==> src/rtl/lcd_access_arbiter.sv <==
// Round-robin arbiter granting three requesters access to a single LCD command
// executor, with a per-phase watchdog that aborts a stuck executor handshake.
module lcd_access_arbiter #(
    parameter logic [3:0]  NOP_OP     = 4'd15,
    parameter logic [15:0] TMO_CYCLES = 16'd50000
) (
    input  logic        clk,
    input  logic        rst,
    input  logic [2:0]  req,
    input  logic [11:0] req_op,
    input  logic [23:0] req_data,
    output logic [2:0]  gnt,
    output logic [2:0]  done,
    input  logic        exe_rdy,
    output logic [3:0]  exe_op,
    output logic [7:0]  exe_data,
    output logic        busy,
    output logic [1:0]  owner,
    output logic        timeout_err
);

    typedef enum logic [1:0] {IDLE, ISSUE, EXEC, DONE} state_t;

    state_t      state_reg;
    logic [1:0]  rr_ptr_reg;
    logic [15:0] cnt_reg;

    logic [1:0]  cand_idx [3];
    logic [3:0]  op_arr   [3];
    logic [7:0]  data_arr [3];
    logic [1:0]  win_idx;
    logic        win_vld;
    logic        tmo_hit;

    // cand_idx[k] is the requester examined k-th, counting up from rr_ptr mod 3
    genvar gi;
    generate
        for (gi = 0; gi < 3; gi++) begin : g_req
            logic [2:0] sum;
            assign sum          = {1'b0, rr_ptr_reg} + 3'(gi);
            assign cand_idx[gi] = (sum >= 3'd3) ? 2'(sum - 3'd3) : sum[1:0];
            assign op_arr[gi]   = req_op[gi*4 +: 4];
            assign data_arr[gi] = req_data[gi*8 +: 8];
        end
    endgenerate

    // Scan from the lowest priority upward so the highest-priority hit wins
    always_comb begin
        win_vld = 1'b0;
        win_idx = 2'd0;
        for (int k = 2; k >= 0; k--) begin
            if (req[cand_idx[k]]) begin
                win_vld = 1'b1;
                win_idx = cand_idx[k];
            end
        end
    end

    assign tmo_hit = (cnt_reg == TMO_CYCLES - 16'd1);

    always_ff @(posedge clk) begin
        if (!rst) begin
            state_reg   <= IDLE;
            rr_ptr_reg  <= 2'd0;
            cnt_reg     <= 16'd0;
            gnt         <= 3'b000;
            done        <= 3'b000;
            exe_op      <= NOP_OP;
            exe_data    <= 8'h00;
            busy        <= 1'b0;
            owner       <= 2'd0;
            timeout_err <= 1'b0;
        end else begin
            gnt  <= 3'b000;
            done <= 3'b000;
            case (state_reg)
                IDLE: begin
                    if (exe_rdy && win_vld) begin
                        owner   <= win_idx;
                        gnt     <= 3'b001 << win_idx;
                        busy    <= 1'b1;
                        cnt_reg <= 16'd0;
                        // A NOP request needs no executor handshake
                        if (op_arr[win_idx] == NOP_OP) begin
                            exe_op    <= NOP_OP;
                            state_reg <= DONE;
                        end else begin
                            exe_op    <= op_arr[win_idx];
                            exe_data  <= data_arr[win_idx];
                            state_reg <= ISSUE;
                        end
                    end
                end
                ISSUE: begin
                    if (!exe_rdy) begin
                        exe_op    <= NOP_OP;
                        cnt_reg   <= 16'd0;
                        state_reg <= EXEC;
                    end else if (tmo_hit) begin
                        exe_op      <= NOP_OP;
                        timeout_err <= 1'b1;
                        state_reg   <= DONE;
                    end else begin
                        cnt_reg <= cnt_reg + 16'd1;
                    end
                end
                EXEC: begin
                    if (exe_rdy) begin
                        state_reg <= DONE;
                    end else if (tmo_hit) begin
                        exe_op      <= NOP_OP;
                        timeout_err <= 1'b1;
                        state_reg   <= DONE;
                    end else begin
                        cnt_reg <= cnt_reg + 16'd1;
                    end
                end
                DONE: begin
                    done       <= 3'b001 << owner;
                    rr_ptr_reg <= (owner == 2'd2) ? 2'd0 : owner + 2'd1;
                    busy       <= 1'b0;
                    state_reg  <= IDLE;
                end
                default: state_reg <= IDLE;
            endcase
        end
    end

endmodule
==> config.mk <==
export PLATFORM = sky130hd
export DESIGN_NAME = lcd_access_arbiter
export DESIGN_NICKNAME = d
export VERILOG_FILES = /design/src/rtl/lcd_access_arbiter.sv
export SDC_FILE = /design/constraint.sdc
export NUM_CORES = 1
export LEC_CHECK = 0
export CAP_MARGIN = 20
export CORE_ASPECT_RATIO = 1.1
export CORE_MARGIN = 4
export CORE_UTILIZATION = 30
export CTS_CLUSTER_SIZE = 40
export DETAILED_ROUTE_END_ITERATION = 7
export GPL_TIMING_DRIVEN = 0
export MAX_ROUTING_LAYER = met4
export PLACE_DENSITY_LB_ADDON = 0.1
export SLEW_MARGIN = 25
export SYNTH_ARGS = -nofsm -noshare
export SYNTH_HDL_FRONTEND = slang
export SYNTH_SLANG_ARGS = --single-unit
==> constraint.sdc <==
create_clock -name clk -period 6.4 [get_ports clk]
set_clock_uncertainty 0.15 [all_clocks]
set_input_delay 1.92 -clock clk [delete_from_list [all_inputs] [get_ports clk]]
set_output_delay 1.92 -clock clk [all_outputs]
set_load 0.05 [all_outputs]
=== Yosys cells after proc, flatten, opt, wreduce, memory -nomap -nowiden ===
Index checks and enable logic that the tools add are counted.

* Logic and storage cells: 94
* Register bits after elaboration: 42
* Output and inout bits: 22
* Memory bits (writable): 0
* Bits in read-only memories: 0
* Bits in latches: 0
* Memories: 0

* Multipliers: 0
* Reduce and logical (&&, ||, !) cells: 12
* Bitwise gates (word level): 2
* Eq/ne operators: 9
* Shift-type cells: 2
* Magnitude comparators: 7
* Add/subtract/negate cells: 7
* Div/mod/pow operators: 0
* Muxes and demuxes: 45

{| class="wikitable"
|+ Operators with widths
! operator !! number
|-
| $mux W16 || 4
|-
| $pmux W16 S3 || 1
|-
| $mux W4 || 7
|-
| $mux W2 || 12
|-
| $add A16 B1 Y16 const B || 1
|-
| $bmux W8 S2 || 1
|-
| $eq A16 B16 Y1 const B || 1
|-
| $mux W8 || 2
|-
| $pmux W4 S3 || 1
|-
| $reduce_and A3 Y1 || 4
|-
| $mux W1 || 10
|-
| $lt A2 B3 Y1 const B || 3
|-
| $bmux W4 S2 || 1
|-
| $pmux W2 S4 || 1
|-
| $bmux W1 S2 || 3
|-
| $eq A2 B2 Y1 const B || 3
|-
| $ge A3 B2 Y1 const B || 2
|-
| $ne A2 B2 Y1 const B || 3
|-
| $reduce_and A2 Y1 || 3
|-
| $shl A1 B2 Y3 const A || 2
|-
| $sub A2 B2 Y2 const B || 3
|-
| $eq A4 B4 Y1 const B || 1
|-
| $pmux W1 S2 || 2
|-
| $reduce_bool A2 Y1 || 2
|-
| 11 further kinds || 11
|}

=== Logic depth before layout (Yosys ltp) ===
Gate-level depths: netlist (run 1).

* Depth after elaboration: 16
* Mapped depth: 11

=== Least setup slack after synthesis (run 1) ===
No wires, ideal clock.

* Path type: input-to-reg
* Start: in req[2]
* End: reg exe_data[0]
* Buffers on the path: 0
* Slack: 2,621 ps
* Arrival: 3,556 ps
* Library setup time: 73 ps
* Stages: 7
* Path through: a22o_1 -> a211o_1 -> a21bo_1 -> a21boi_1 -> a211oi_1 -> o31ai_4 -> mux2i_1

* Cells in the longest elaborated chain, start to end: 12

{| class="wikitable"
|+ RTL lines
! item !! RTL line !! text
|-
| start: declaration || 9 || <nowiki>input logic [2:0] req,</nowiki>
|-
| $bmux W1 S2 || 52 || <nowiki>if (req[cand_idx[k]]) begin</nowiki>
|-
| $mux W1 (implied by the code) || 52 ||
|-
| $mux W2 (3 in a row) || 52 ||
|-
| $not A2 Y3 (implied by the code) || 84, 89 ||
|-
| $bmux W4 S2 || 84 || <nowiki>if (op_arr[win_idx] == NOP_OP) begin</nowiki>
|-
| $mux W4 (implied by the code) (2 in a row) || 84 ||
|-
| $eq A4 B4 Y1 || 84 ||
|-
| $not A1 Y1 (no source line) || -- ||
|-
| $reduce_and A3 Y1 (no source line) || -- ||
|-
| end signal: assignment || 89 || <nowiki>exe_data <= data_arr[win_idx];</nowiki>
|-
| end: declaration || 16 || <nowiki>output logic [7:0] exe_data,</nowiki>
|}

Parallel ways exist; a longest one is shown, timed or not. The select of a mux whose other input is x is not followed.
A chain may end at the register's enable or synchronous reset.

=== Worst setup path in the final report (run 1) ===
* Start: in req[2]
* End: reg cnt_reg[0]

* Cells in the longest elaborated chain, start to end: 8

{| class="wikitable"
|+ RTL lines
! item !! RTL line !! text
|-
| $bmux W1 S2 || 52 ||
|-
| $mux W1 (implied by the code) || 52 ||
|-
| $mux W1 (2 in a row) || 52 ||
|-
| $mux W1 (*) || 52 ||
|-
| $logic_and A1 B1 Y1 (*) || 78 || <nowiki>if (exe_rdy && win_vld) begin</nowiki>
|-
| $ne A2 B2 Y1 (no source line) (*) || -- ||
|-
| $reduce_and A3 Y1 (no source line) (*) || -- ||
|-
| end signal: assignment || 104 || <nowiki>cnt_reg <= cnt_reg + 16'd1;</nowiki>
|-
| end signal: assignment || 115 || <nowiki>cnt_reg <= cnt_reg + 16'd1;</nowiki>
|-
| end: declaration || 26 || <nowiki>logic [15:0] cnt_reg;</nowiki>
|}

Every way passes the cells marked *; elsewhere a longest branch is shown, timed or not. The select of a mux whose other input is x is not followed.

==> impl_metrics.csv, run 1 <==
group,metric,value,unit
clock_tree,ctsRootBufferMaster,"sky130_fd_sc_hd__clkbuf_8",
worst_setup_path,critPathSlowestCell,"sky130_fd_sc_hd__clkdlybuf4s50_1",
die,die-width,95.0,um
clock_tree,ctsHoldBuffers,0,
synthesis,synth_sequential_area_ratio,33.7,%
timing,slew_headroom,36.2,%
synthesis,netlist_instances,302,
synthesis,mappedNetlistNets,352,
synthesis,synth.largest_area_cell,"sky130_fd_sc_hd__dfxtp_1",
finish,drive_gt1_share,4.03,%
finish,areaGrowthSynthToFinish,34.7,%
timing,setup_tns,0,ps
timing,max_slew.worst_pin.slew,955,ps
job,max_cap_violations,0,
pwr,clockPowerShare,21.5,%
synthesis,post_synth_num_cell_types,50,
finish,antenna-diode-count,0,
route,detail_route.drc_violations,0,
pwr,power.internal,572,uW
die,ios,64,
worst_setup_path,start_kind,"input pin",
clock_tree,tritoncts,"yes",
route,routed-via-count,2476,
global_routing,grt_start_max_net_pins,14,
placement,post-dp-hpwl,5490,um
pwr,power-per-cell-area,286,nW/um^2
timing,holdWs,306,ps
worst_setup_path,cp-end-kind,"flip-flop",
clock_tree,post_cts.resized_instances,0,
worst_setup_path,critical_path_arrival,4510,ps
timing,unrepaired_setup_endpoints_after_global_routing,"no",
synthesis,synth.area.mux_share,7.62,%
finish,max_ffs_per_register,16,
die,die-area,9840,sq um
synthesis,synth_seq_cells,42,
pwr,p_sw,390,uW
route,ant_nets,0,
synthesis,synth.most_common_cell,"sky130_fd_sc_hd__dfxtp_1",
timing,final_max_slew_viol_count,0,
placement,routabilityCongestion,0.828,
synthesis,synth_compound_area_share,21.4,%
synthesis,syn_area,2490,sq um
synthesis,syn_avg_cell_area,8.26,sq um
clock_tree,post_cts_clock_slew_at_the_launch_and_capture_registers_of_the_worst_setup_and_hold_paths,80,ps
synthesis,ys_top_cells_by_count,"sky130_fd_sc_hd__dfxtp_1, sky130_fd_sc_hd__nor2_1, sky130_fd_sc_hd__nand2_1, sky130_fd_sc_hd__mux2i_1, sky130_fd_sc_hd__a21oi_1",
clock_tree,inserted_clock_buffers,5,
synthesis,synth_edf_count,0,
die,die_y,104,um
placement,io_buffers,62,
global_routing,grt_pass1_wl,11900,um
worst_setup_path,crit_path_max_fanout,10,
worst_setup_path,cp.required,6480,ps
route,dr.first_iter.drc_count,114,
route,average_wire_length_per_cell_after_detail_routing,14.8,um
synthesis,post_synth_fa_ha_maj_area_fraction,4.01,%
clock_tree,clk_path_buf_depth,2,
synthesis,synth_top_family_by_area,"simple AND/OR/NAND/NOR gates",
clock_tree,cts-htree-levels,2,
global_routing,grt_antenna_before_repair,0,
synthesis,synth_top_cells_by_area,"sky130_fd_sc_hd__dfxtp_1, sky130_fd_sc_hd__mux2i_1, sky130_fd_sc_hd__nor2_1, sky130_fd_sc_hd__ha_1, sky130_fd_sc_hd__a211o_1",
outcome,run_status,"finished clean",
timing,setup_viol_count_final,0,
global_routing,global_route.usage.total,15.2,%
synthesis,synth.yosys.warnings,0,
worst_setup_path,reg2reg_slack,3320,ps
die,start_util,31.2,%
min_path,hold_path_class,"reg -> reg",
clock_tree,clk_lat_worst_skew,290,ps
timing,maxClockFrequency,226,MHz
synthesis,synth-simple-area-share,25.4,%
synthesis,synthArstFlopShare,0,%
pwr,p_comb_share,45.4,%
worst_setup_path,critical_path.cell_chain,"clkdlybuf4s50_1 -> a22o_1 -> a211o_1 -> a21oi_1 -> o21a_1 -> buf_2 -> o21ai_1 -> clkbuf_1 -> nor2_1",
timing,post-route-period-util,69.2,%
route,routed_wl,7100,um
pwr,power_switching_share,40.5,%
worst_setup_path,timing.setup.critical_path_class,"in -> reg",
finish,design.final.nets,421,
global_routing,global_route.overflow_total,0,
timing,timing.final.hold_violations,0,
clock_tree,cts.sinks,42,
worst_setup_path,cp_peak_stage_delay,530,ps
die,row_cnt,34,
route,detail_route.vias_per_cell,5.16,
pwr,power_leakage,0.00133,uW
route,drt-pass1-iter-count,4,
clock_tree,total_setup_buffers_inserted_after_cts,0,
pwr,p_seq_share,33.1,%
synthesis,post_synth_xor_xnor_area,3.86,%
synthesis,post-synth-top-area-fraction,33.7,%
die,floorplan.core_area,8000,sq um
pwr,vdd.ir_drop.worst,105,uV
synthesis,synthFlopType,"sky130_fd_sc_hd__dfxtp_1",
global_routing,vias_in_the_first_global_route,2426,
timing,final_period_minus_worst_setup_slack,4430,ps
==> worst paths after layout <==
check,from,end,cells past startpoint
max,req[2],cnt_reg[0],9
max reg2reg,rr_ptr_reg[0],cnt_reg[0],11
min reg2reg,exe_op[2],exe_op[2],1
min,exe_op[2],exe_op[2],1
==> final cells by class <==
type / instances / area (sq um)
plain buffers: 13 / 60.1
clock inverters: 3 / 40.0
flip-flops and latches: 42 / 841
multi-input cells: 236 / 1550
fillers: 859 / 4640
clock buffers: 5 / 68.8
inverters: 11 / 41.3
well taps: 108 / 135
repair buffers: 62 / 621
==> kinds of logic after synthesis <==
group	count (synthesis)
adders and majority gates	8
buffers and inverters	24
AOI/OAI and AO/OA	73
xor gates and xnor gates	11
DFF	42
and+or+nand+nor	125
muxes	19
==> power groups by stage <==
stage                     clock network [uW]  logic, uW  registers [uW]
after floorplan                            0        200             416
after global placement                     0        431             325
after detailed placement                   0        436             325
after CTS                                214        438             319
after global routing                     227        472             324
final                                    207        436             319
==> metrics by stage <==
stage / area, sq um / power (uW) / worst slack (ps) / utilization, % / std cells
after CTS: 3360 / 971 / 1950 / 42.0 / 480
after detailed placement: 3250 / 761 / 1640 / 40.6 / 472
after floorplan: 2490 / 616 / 2620 / - / 302
after global routing: 3360 / 1020 / 1790 / 42.0 / 480
final: 3360 / 962 / 1970 / 42.0 / 480
after global placement: 3250 / 756 / 1650 / 40.6 / 472
==> critical path: cells and delay by family <==
family,cells,cell delay (ps)
and+or+nand+nor,1,170
buffers and inverters,3,1050
AOI/OAI and AO/OA,5,1360
==> cells in the final DEF, fill, tap and decap left out, types with 4 or more instances in the layout <==
cell	instances
sky130_fd_sc_hd__a211o_1	11
sky130_fd_sc_hd__a21o_1	8
sky130_fd_sc_hd__a21oi_1	12
sky130_fd_sc_hd__and2_1	4
sky130_fd_sc_hd__and3_1	7
sky130_fd_sc_hd__clkbuf_1	9
sky130_fd_sc_hd__clkbuf_8	5
sky130_fd_sc_hd__clkdlybuf4s50_1	62
sky130_fd_sc_hd__dfxtp_1	42
sky130_fd_sc_hd__ha_1	8
sky130_fd_sc_hd__inv_1	11
sky130_fd_sc_hd__mux2i_1	19
sky130_fd_sc_hd__nand2_1	22
sky130_fd_sc_hd__nand2b_1	4
sky130_fd_sc_hd__nand3_1	9
sky130_fd_sc_hd__nand4_1	10
sky130_fd_sc_hd__nor2_1	41
sky130_fd_sc_hd__nor3_1	7
sky130_fd_sc_hd__nor3b_1	5
sky130_fd_sc_hd__o211ai_1	5
sky130_fd_sc_hd__o21ai_0	10
sky130_fd_sc_hd__or3_1	4
sky130_fd_sc_hd__xor2_1	8
==> metal layers <==
layer / up-vias / track usage, % / routed length, um
li1: 1242 / - / -
met1: 1163 / 18.3 / 3120
met2: 61 / 25.3 / 3540
met3: 10 / 2.61 / 312
met4: 0 / 5.26 / 136
met5: - / - / 0
Power figures use the tool's default switching activity.
==> run 2, diff against run 1 <==
Clock period 6.4 ns to 3.6 ns, I/O delays scaled along.
==> run 2 against run 1 <==
Critical path depth unchanged. Sequential cell count unchanged. Sequential share of layout area down 0.40 points. Worst hold slack about the same. Die area unchanged. Via count down 0.48%. Clock power up 78%. First-iteration DRC count down 7.9%. Power up 80%. Utilization up 0.69 points. Combinational power up 83%. Wire length up 0.70%. Largest cell class unchanged.
==> impl_metrics.csv, run 2 (synthesized netlist as in run 1, its figures left out) <==
group,metric,value,unit
outcome,run_status,"finished clean",
clock_tree,ctsHoldBuffers,0,
clock_tree,ctsRootBufferMaster,"sky130_fd_sc_hd__clkbuf_8",
timing,slew_headroom,63.0,%
die,start_util,31.2,%
clock_tree,post_cts_clock_slew_at_the_launch_and_capture_registers_of_the_worst_setup_and_hold_paths,80,ps
finish,num-fill-cells,856,
finish,final_design_area_no_fill,3410,sq um
pwr,vdd.ir_drop.worst,189,uV
worst_setup_path,reg2reg_slack,670,ps
timing,timing.final.hold_violations,0,
clock_tree,tritoncts,"yes",
timing,final_max_slew_viol_count,0,
die,ios,64,
finish,finish.utilization,42.7,%
global_routing,grt_start_max_net_pins,14,
finish,antenna-diode-count,0,
placement,post-dp-hpwl,5490,um
finish,commonest_non_fill_non_tap_cells_in_the_layout,"sky130_fd_sc_hd__clkdlybuf4s50_1, sky130_fd_sc_hd__dfxtp_1, sky130_fd_sc_hd__nor2_1",
pwr,power-per-cell-area,507,nW/um^2
route,average_wire_length_per_cell_after_detail_routing,14.8,um
worst_setup_path,critPathSlowestCell,"sky130_fd_sc_hd__clkdlybuf4s50_1",
global_routing,grt_antenna_before_repair,0,
worst_setup_path,path_common_cell,"sky130_fd_sc_hd__buf_2",
finish,areaGrowthSynthToFinish,36.9,%
timing,final_period_minus_worst_setup_slack,3440,ps
global_routing,vias_in_the_first_global_route,2425,
clock_tree,clk_lat_worst_skew,290,ps
timing,post-route-period-util,95.6,%
global_routing,global_route.overflow_total,0,
worst_setup_path,timing.setup.critical_path_class,"in -> reg",
timing,setup_viol_count_final,0,
job,max_cap_violations,0,
timing,maxClockFrequency,291,MHz
clock_tree,clk_path_buf_depth,2,
worst_setup_path,cp.required,3680,ps
timing,max_slew.worst_pin.slew,552,ps
clock_tree,cts.sinks,42,
min_path,hold_path_class,"reg -> reg",
worst_setup_path,critical_path_arrival,3520,ps
timing,unrepaired_setup_endpoints_after_global_routing,"no",
finish,layout.cells.most_common,"sky130_fd_sc_hd__clkdlybuf4s50_1",
route,detail_route.vias_per_cell,5.10,
pwr,power_leakage,0.00135,uW
finish,design.final.nets,424,
route,routed-via-count,2464,
worst_setup_path,cp-end-kind,"flip-flop",
placement,routabilityCongestion,0.828,
global_routing,global_route.usage.total,15.2,%
die,die_y,104,um
route,detail_route.drc_violations,0,
worst_setup_path,cp_peak_stage_delay,530,ps
clock_tree,cts-htree-levels,2,
finish,max_ffs_per_register,16,
placement,io_buffers,62,
clock_tree,inserted_clock_buffers,5,
die,row_cnt,34,
route,routed_wl,7150,um
worst_setup_path,crit_path_max_fanout,10,
route,ant_nets,0,
placement,place_area,3250,sq um
die,floorplan.core_area,8000,sq um
finish,drive_gt1_share,6.13,%
worst_setup_path,top_delay_family_on_crit_path,"compound AO/OA/AOI/OAI gates",
die,die-width,95.0,um
worst_setup_path,critical_path.cell_chain,"clkdlybuf4s50_1 -> a22o_1 -> a211o_1 -> a21oi_2 -> o21a_1 -> buf_2 -> o21ai_1 -> buf_2 -> nor2_1",
die,die-area,9840,sq um
route,drt-pass1-iter-count,4,
worst_setup_path,critical_path_buf_inv_count,3,
route,dr.first_iter.drc_count,105,
worst_setup_path,start_kind,"input pin",
global_routing,grt_pass1_wl,11900,um
==> run 2: changes by cell type in the layout (fill, tap and decap cells not counted) <==
cell                       delta
sky130_fd_sc_hd__a211oi_1     -2
sky130_fd_sc_hd__a211oi_2     +2
sky130_fd_sc_hd__buf_4        +2
sky130_fd_sc_hd__a21oi_1      -1
sky130_fd_sc_hd__a21oi_2      +1
sky130_fd_sc_hd__buf_12       +1
sky130_fd_sc_hd__buf_2        +1
sky130_fd_sc_hd__clkbuf_1     -1
sky130_fd_sc_hd__nor3b_1      -1
sky130_fd_sc_hd__nor3b_2      +1
==> run 2: worst register-to-register path: cells and delay by family (launching register included) <==
family                   cells  cell delay, ps
AO/OA/AOI/OAI                5            1190
buffers and inverters        4             740
flip-flops                   1             380
adder cells (fa/ha/maj)      1             280
AND/OR/NAND/NOR              1             130
==> run 2: metrics by stage <==
step | power [uW] | setup slack [ps] | hold WS, ps | instances | setup TNS (ps)
6_report | 1730 | 160 | 306 | 483 | 0
3_3_place_gp | 1340 | -307 | 292 | 472 | -5270
2_1_floorplan | 1100 | 661 | 306 | 302 | 0
3_5_place_dp | 1350 | -317 | 292 | 472 | -5730
4_1_cts | 1730 | 0.769 | 311 | 480 | 0
5_1_grt | 1840 | 19.3 | 335 | 483 | 0
==> run 2: layer usage <==
| metal | vias to the layer above | part of all wire (%) | GRT usage [%] |
|---|---|---|---|
| met5 | - | 0 | - |
| met4 | 0 | 1.5 | 5.26 |
| met3 | 10 | 3.8 | 2.61 |
| met2 | 48 | 50 | 25.3 |
| met1 | 1159 | 44 | 18.3 |
| li1 | 1247 | - | - |
==> run 2: report_power, final <==
part           switching [uW]  internal, uW  leakage, uW  total, uW
Combinational             493           303     0.000953        796
Sequential               40.5           526     0.000342        567
Clock                     163           204    0.0000579        368
==> run 2: area by class of cell <==
class | instances | area [sq um] | area share (%)
inverter | 11 | 41.3 | 1.21
buffer | 13 | 61.3 | 1.80
clock inverter | 3 | 40.0 | 1.17
sequential | 42 | 841 | 24.6
tap | 108 | 135 | 3.96
clock buffer | 5 | 68.8 | 2.02
multi-input combinational | 236 | 1570 | 46.0
timing repair buffer | 65 | 656 | 19.2
==> run 2: path summary, 6_finish.rpt <==
check,startpoint,to,cells after the start
setup / recovery,req[2],cnt_reg[0],9
hold / removal,exe_op[2],exe_op[2],1
setup reg to reg,rr_ptr_reg[0],cnt_reg[0],11
hold reg to reg,exe_op[2],exe_op[2],1
==> run 2: what timing repair did <==
| item | CTS | global route |
|---|---|---|
| endpoints found under the setup margin | 1 | 20 |
| gates resized for setup | 1 | 6 |
| setup buffers | 0 | 3 |
| pin swaps | 0 | 2 |
| endpoints found under the hold margin | 0 | 0 |
